### config.mk
export PLATFORM = sky130hd
export DESIGN_NAME = piso_tx_scheduler
export DESIGN_NICKNAME = d
export VERILOG_FILES = /design/src/rtl/piso_tx_scheduler.sv
export SDC_FILE = /design/constraint.sdc
export NUM_CORES = 1
export LEC_CHECK = 0
export BUFFER_PORTS_ARGS = -buffer_cell sky130_fd_sc_hd__buf_2
export CAP_MARGIN = 15
export CORE_ASPECT_RATIO = 0.7
export CORE_MARGIN = 10
export CORE_UTILIZATION = 45
export DETAILED_ROUTE_END_ITERATION = 16
export PLACE_DENSITY = 0.69
export SYNTH_ARGS = -nofsm -noshare
export SYNTH_HDL_FRONTEND = slang
export SYNTH_SLANG_ARGS = --single-unit
### constraint.sdc
create_clock -name clk -period 4.6 [get_ports clk]
set_input_delay 0.46 -clock clk [delete_from_list [all_inputs] [get_ports clk]]
set_output_delay 0.46 -clock clk [all_outputs]
set_load 0.02 [all_outputs]
### src/rtl/piso_tx_scheduler.sv
// Round-robin scheduler feeding one external MSB-first piso serializer.
// Issues load/enable/parallel data and frames the serial bits with tx_active/tx_last/tx_id.
module piso_tx_scheduler #(
  parameter int DATA_WIDTH = 8,
  parameter int NUM_REQ    = 4,
  parameter int GAP_CYCLES = 0
) (
  input  logic                          clk,
  input  logic                          rstn,
  input  logic [NUM_REQ-1:0]            req_valid,
  input  logic [NUM_REQ*DATA_WIDTH-1:0] req_data,
  output logic [NUM_REQ-1:0]            req_ready,
  output logic                          piso_load,
  output logic                          piso_enable,
  output logic [DATA_WIDTH-1:0]         piso_data,
  output logic                          tx_active,
  output logic                          tx_last,
  output logic [$clog2(NUM_REQ)-1:0]    tx_id,
  output logic                          busy
);

  localparam int ID_W = $clog2(NUM_REQ);
  localparam int BW   = $clog2(DATA_WIDTH);
  localparam logic [BW-1:0] BIT_LAST = BW'(DATA_WIDTH - 1);
  localparam logic [7:0]    GAP_LAST = (GAP_CYCLES == 0) ? 8'd0 : 8'(GAP_CYCLES - 1);

  typedef enum logic [1:0] {IDLE, LOAD, SHIFT, GAP} state_t;

  state_t          state, state_next;
  logic [ID_W-1:0] rr_ptr, ptr_next, id_next;
  logic [BW-1:0]   bit_cnt, bit_next;
  logic [7:0]      gap_cnt, gap_next;
  logic [DATA_WIDTH-1:0] data_next;

  logic                  found;
  logic [ID_W-1:0]       gnt_id, gnt_ptr;
  logic [DATA_WIDTH-1:0] gnt_data;
  logic                  arb_open;

  // Rotating search starting at rr_ptr; the first valid requester wins.
  always_comb begin
    int unsigned idx;
    idx      = 0;
    found    = 1'b0;
    gnt_id   = '0;
    gnt_ptr  = '0;
    gnt_data = '0;
    for (int unsigned k = 0; k < NUM_REQ; k++) begin
      idx = 32'(rr_ptr) + k;
      if (idx >= NUM_REQ) idx = idx - NUM_REQ;
      if (!found && req_valid[idx]) begin
        found    = 1'b1;
        gnt_id   = ID_W'(idx);
        gnt_ptr  = (idx == NUM_REQ - 1) ? '0 : ID_W'(idx + 1);
        gnt_data = req_data[idx*DATA_WIDTH +: DATA_WIDTH];
      end
    end
  end

  always_comb begin
    state_next = state;
    bit_next   = bit_cnt;
    gap_next   = gap_cnt;
    ptr_next   = rr_ptr;
    data_next  = piso_data;
    id_next    = tx_id;
    arb_open   = 1'b0;
    req_ready  = '0;

    case (state)
      IDLE: arb_open = 1'b1;
      LOAD: begin
        state_next = SHIFT;
        bit_next   = '0;
      end
      SHIFT: begin
        if (bit_cnt == BIT_LAST) begin
          if (GAP_CYCLES == 0) begin
            arb_open = 1'b1;
          end else begin
            state_next = GAP;
            gap_next   = '0;
          end
        end else begin
          bit_next = bit_cnt + 1'b1;
        end
      end
      GAP: begin
        if (gap_cnt == GAP_LAST) arb_open = 1'b1;
        else                     gap_next = gap_cnt + 8'd1;
      end
      default: state_next = IDLE;
    endcase

    // A grant on the final bit issues LOAD next cycle; the piso's load priority overrides that shift.
    if (arb_open) begin
      if (found) begin
        state_next = LOAD;
        ptr_next   = gnt_ptr;
        data_next  = gnt_data;
        id_next    = gnt_id;
        if (rstn) req_ready[gnt_id] = 1'b1;
      end else begin
        state_next = IDLE;
      end
    end
  end

  always_ff @(posedge clk) begin
    if (!rstn) begin
      state     <= IDLE;
      rr_ptr    <= '0;
      bit_cnt   <= '0;
      gap_cnt   <= '0;
      piso_data <= '0;
      tx_id     <= '0;
    end else begin
      state     <= state_next;
      rr_ptr    <= ptr_next;
      bit_cnt   <= bit_next;
      gap_cnt   <= gap_next;
      piso_data <= data_next;
      tx_id     <= id_next;
    end
  end

  assign piso_load   = rstn && (state == LOAD);
  assign piso_enable = rstn && (state == SHIFT);
  assign tx_active   = rstn && (state == SHIFT);
  assign tx_last     = rstn && (state == SHIFT) && (bit_cnt == BIT_LAST);
  assign busy        = rstn && (state != IDLE);

endmodule

Word level (Yosys, flattened, before mapping)
Index checks and enable logic that the tools add are counted.
- add/subtract/negate cells: 13
- order comparisons: 10
- equality and inequality tests: 9
- shift operators: 4
- mux-type cells: 45
- bitwise logic cells: 1
- reductions and logical operators: 19
- operator list (kind ; count):
    $shiftx A32 B33 Y8 ; 4
    $eq A32 B2 Y1 const B ; 4
    $lt A32 B3 Y1 const B ; 4
    $mux W32 ; 4
    $mux W8 ; 4
    $mux W2 ; 14
    $mux W1 ; 12
    $mux W4 ; 3
    $sub A3 B3 Y4 const B ; 3
    $ge A3 B3 Y1 const B ; 3
    $add A2 B1 Y2 const B ; 4
    $add A8 B1 Y8 const B ; 1
    $bmux W1 S2 ; 4
    $logic_and A1 B1 Y1 ; 8
    $logic_not A8 Y1 ; 1
    $add A2 B2 Y3 const B ; 2
    $pmux W3 S2 ; 1
    $reduce_and A2 Y1 ; 3
    $reduce_bool A2 Y1 ; 3
    $eq A2 B2 Y1 const B ; 2
    $sub A2 B3 Y4 const B ; 1
    $add A2 B1 Y3 const B ; 1
    $add A3 B1 Y3 const B ; 1
    $eq A3 B3 Y1 const B ; 1
    11 further kinds ; 13
- bits in registers: 25
- output and inout port bits: 19

Depth between registers and ports, before layout
- word-level depth: 21
- gate-level depth with buffers: 12
- gate-level depth less buffers: 7

Worst setup path before layout
OpenSTA, ideal clock, no wires.
- path type: flip-flop to output port
- start: reg rr_ptr[1]
- end: out req_ready[1]
- arrival: 3.280 ns
- data required time: 4.140 ns
- path slack: 0.860 ns
- cell stages (with the launch flop): 11
- buffers on the path: 3
- cells stage by stage: dfxtp_1 -> clkbuf_1 -> inv_1 -> clkbuf_1 -> ha_1 -> buf_6 -> mux4_2 -> nor2_2 -> o21ai_0 -> a22oi_1 -> nor3b_1
- cells in the longest elaborated chain, start to end: 21
- RTL lines (element ; line ; text):
    from (decl) ; 30 ; logic [ID_W-1:0] rr_ptr, ptr_next, id_next;
    from (signal assigned) ; 119 ; rr_ptr <= ptr_next;
    branches (longest 19 deep; another with $sub A3 B3 Y4) ; -- ;
    $mux W4 * ; 97 ; if (found) begin
    $mux W4 * ; 96 ; if (arb_open) begin
    to (decl) ; 12 ; output logic [NUM_REQ-1:0] req_ready,
Every way passes the cells marked *. The select of a mux whose other input is x is not followed.

Worst setup path after layout
Ends and elaborated chain as after synthesis.

==> flow_summary.json <==
{
  "detail_route.iter0.violations": 127,
  "maximum_clock_rate_mhz": 272,
  "worst_path_required_time_ns": 4.14,
  "synthArstFlopShare": 0,
  "final.setup.tns_ns": 0,
  "gr-usage-all-layers": 0.137,
  "grt_remaining_overflow": 0,
  "global_route.peak_usage_layer": "met2",
  "post_synth_instance_area_mm2": 0.00248,
  "clock_skew_ns": 0.00276,
  "clk_buf_depth": 2,
  "worst_hold_path.num_cells": 2,
  "power.share.combinational": 0.698,
  "power_density_over_cell_area_mw_per_mm2": 511,
  "grt.met1_usage": 0.194,
  "clk-insertion-delay-late_ns": 0.27,
  "worst-path-max-fanout": 19,
  "detail_route.drc_violations": 0,
  "timing.max_cap.violations": 0,
  "final_common_cell": "sky130_fd_sc_hd__buf_2",
  "io_buffer_count": 56,
  "synthesis.instances": 255,
  "seqPwrFrac": 0.212,
  "clock_tree.root_cell": "sky130_fd_sc_hd__clkbuf_8",
  "transition_time_of_the_tightest_slew_check_pin_ns": 0.705,
  "outcome": "completed",
  "netlist-cell-type-count": 46,
  "synth_warnings": 0,
  "num_rows": 22,
  "synth_top_area_share": 0.202,
  "htree_levels": 1,
  "power.leakage_nw": 1.16,
  "hold_path.class": "reg -> reg",
  "synth-main-ff-cell": "sky130_fd_sc_hd__dfxtp_1",
  "grt_use_met3": 0.0274,
  "preCtsSetupSlack_ns": 1.25,
  "routed_via_density": 5.97,
  "grt_setup_unrepaired": "no",
  "setup_viol": 0,
  "critPathCaptureType": "primary output",
  "post_synth_main_area_contributors": "sky130_fd_sc_hd__dfxtp_1 20%, sky130_fd_sc_hd__mux4_2 16%, sky130_fd_sc_hd__mux2_2 8.6%",
  "globalplace.congestion": 0.839,
  "die_width_um": 109,
  "insertedDiodeCount": 0,
  "cts.repair_timing.setup_buffer_count": 0,
  "layout.cells.most_common_list": "56 x sky130_fd_sc_hd__buf_2, 24 x sky130_fd_sc_hd__dfxtp_1, 19 x sky130_fd_sc_hd__mux2_2, 18 x sky130_fd_sc_hd__mux4_2, 17 x sky130_fd_sc_hd__o21ai_0",
  "grt_pass1_wl_mm": 10.3,
  "floorplan.core_area_mm2": 0.00529,
  "numClockSinks": 25,
  "initial_core_util": 0.469,
  "power.switching_fraction": 0.466,
  "ir_drop_uv": 233,
  "io_pins": 57,
  "worst-setup-path-type": "reg -> out",
  "finalWorstSetupSlack_ns": 0.927,
  "slew_headroom": 0.529,
  "worst_path_dominant_cell_family": "simple AND/OR/NAND/NOR gates",
  "post_route_cells_drive_above_1_share": 0.360,
  "crit_arrival_ns": 3.21,
  "netSwitchingPower_uw": 670,
  "layout-area-overhead-vs-synth_pct": 13.5,
  "path_depth": 9,
  "place.detailed.hpwl_mm": 4.63,
  "cts-buffers-inserted": 3,
  "finalCritPeriodShare": 0.798,
  "setup.worst_path.start_class": "flop",
  "first_global_vias": 2154,
  "grt.met2_usage": 0.216,
  "period_needed_ns": 3.67,
  "detail_route.first_pass.iterations": 4,
  "max_slew_violation_total_from_the_final_report": 0,
  "library_cell_occupying_the_most_area_in_the_post_synthesis_netlist": "sky130_fd_sc_hd__dfxtp_1",
  "die_y_um": 82.1,
  "final_antenna_net_count": 0,
  "overall_via_count_from_detail_route": 2204,
  "nNetsFinal": 346,
  "postSynthAreaPerCell_um2": 9.71,
  "syn_nets": 303,
  "post_cts.resized_instances": 0,
  "report.final.hold_viol_count": 0,
  "wl_mm": 6.20,
  "seq_total_area_yosys": 0.202,
  "intPower_uw": 767,
  "antenna_found_initial": 0,
  "hold_start": "piso_data[0]$_SDFFE_PN0P_",
  "cts_tree": "done",
  "rr_worst_depth": 6,
  "clock_pin_slew_on_the_worst_setup_and_hold_paths_ns": 0.08,
  "grt_start_max_net_pins": 51,
  "ys_seq_elements": 25,
  "die_area_mm2": 0.00892,
  "worstPathCellList": "buf_4, inv_1, ha_1, mux4_2, nor2_2, o21ai_0, a22oi_1, nor3b_1, buf_2",
  "cts-hold-fix-buffers": 0,
  "power.clock.fraction": 0.089,
  "fin_total_pwr_mw": 1.44,
  "crit_start": "rr_ptr[1]$_SDFFE_PN0P_",
  "cp_slowest_stage_delay_ns": 0.60,
  "r2r_start": "rr_ptr[0]$_SDFFE_PN0P_",
  "critical_path.slowest_cell": "sky130_fd_sc_hd__mux4_2",
  "wl_per_cell_um": 16.8,
  "critPathBufInv": 3,
  "synth-edff-count": 0,
  "final_core_util": 0.532
}
==> cell families after synthesis <==
| family | count (synthesis) | share of synthesized area |
|---|---|---|
| AO/OA/AOI/OAI | 71 | 0.204 |
| AND/OR/NAND/NOR | 55 | 0.126 |
| multiplexers | 52 | 0.324 |
| buffers and inverters | 35 | 0.0687 |
| flip-flops | 25 | 0.202 |
| adder cells (fa/ha/maj) | 10 | 0.0505 |
| XOR/XNOR | 7 | 0.0248 |
==> per-stage QoR <==
step / hold WS [ns] / instance area (µm²) / cells
CTS: 0.552 / 2810 / 369
detailed placement: 0.524 / 2770 / 365
global placement: 0.539 / 2770 / 365
finish: 0.543 / 2810 / 369
floorplan: 0.518 / 2480 / 255
global route: 0.587 / 2810 / 369
==> worst register-to-register path, cell delays in order (launching register included) <==
cell and delay, ns:
sky130_fd_sc_hd__dfxtp_2 0.33, sky130_fd_sc_hd__buf_4 0.50, sky130_fd_sc_hd__mux4_1 0.77, sky130_fd_sc_hd__nor2b_1 0.31, sky130_fd_sc_hd__a21boi_1 0.64, sky130_fd_sc_hd__a32oi_1 0.26, sky130_fd_sc_hd__a21oi_1 0.19
==> Yosys cell counts, drive strengths merged (4+ instances only) <==
cell type	number
and2	8
nor2b	7
a32oi	8
clkbuf	13
a21oi	13
nand3	6
mux4	20
nor3	5
o221ai	8
a221o	8
buf	10
xnor2	7
o21ai	17
mux2i	13
nand2	7
nor2	8
mux2	19
ha	10
dfxtp	25
inv	12
o21a	4
a22oi	4
==> final timing paths <==
path                                                   to  slack, ns
worst max-delay path                         req_ready[1]       0.93
worst min-delay path            piso_data[0]$_SDFFE_PN0P_       0.54
worst max register to register  piso_data[4]$_SDFFE_PN0P_       1.54
worst min register to register  piso_data[0]$_SDFFE_PN0P_       0.54
==> flip-flops by register name (all words and copies together) (netlist names) <==
register   cells
bit_cnt        3
gap_cnt        8
piso_data      8
rr_ptr         2
state          2
tx_id          2
==> routing by layer <==
layer,vias to the layer above,wire length [µm]
met5,-,0
met4,0,34
met2,76,2780
li1,1082,-
met1,1040,2970
met3,6,414
==> power groups by stage <==
stage / clock network [mW] / logic [mW] / registers, mW
6_report: 0.129 / 1.00 / 0.305
5_1_grt: 0.142 / 1.10 / 0.311
4_1_cts: 0.133 / 1.00 / 0.304
3_5_place_dp: 0 / 0.996 / 0.308
3_3_place_gp: 0 / 0.984 / 0.310
2_1_floorplan: 0 / 0.763 / 0.332
==> area by class of cell <==
cell class                 instances  area [µm²]
fill                             507        2470
multi-input combinational        195        1810
sequential                        25         502
timing repair buffer              61         318
tap                               72        90.1
clock buffer                       4        45.0
inverter                          12        45.0
Power figures use the tool's default switching activity.
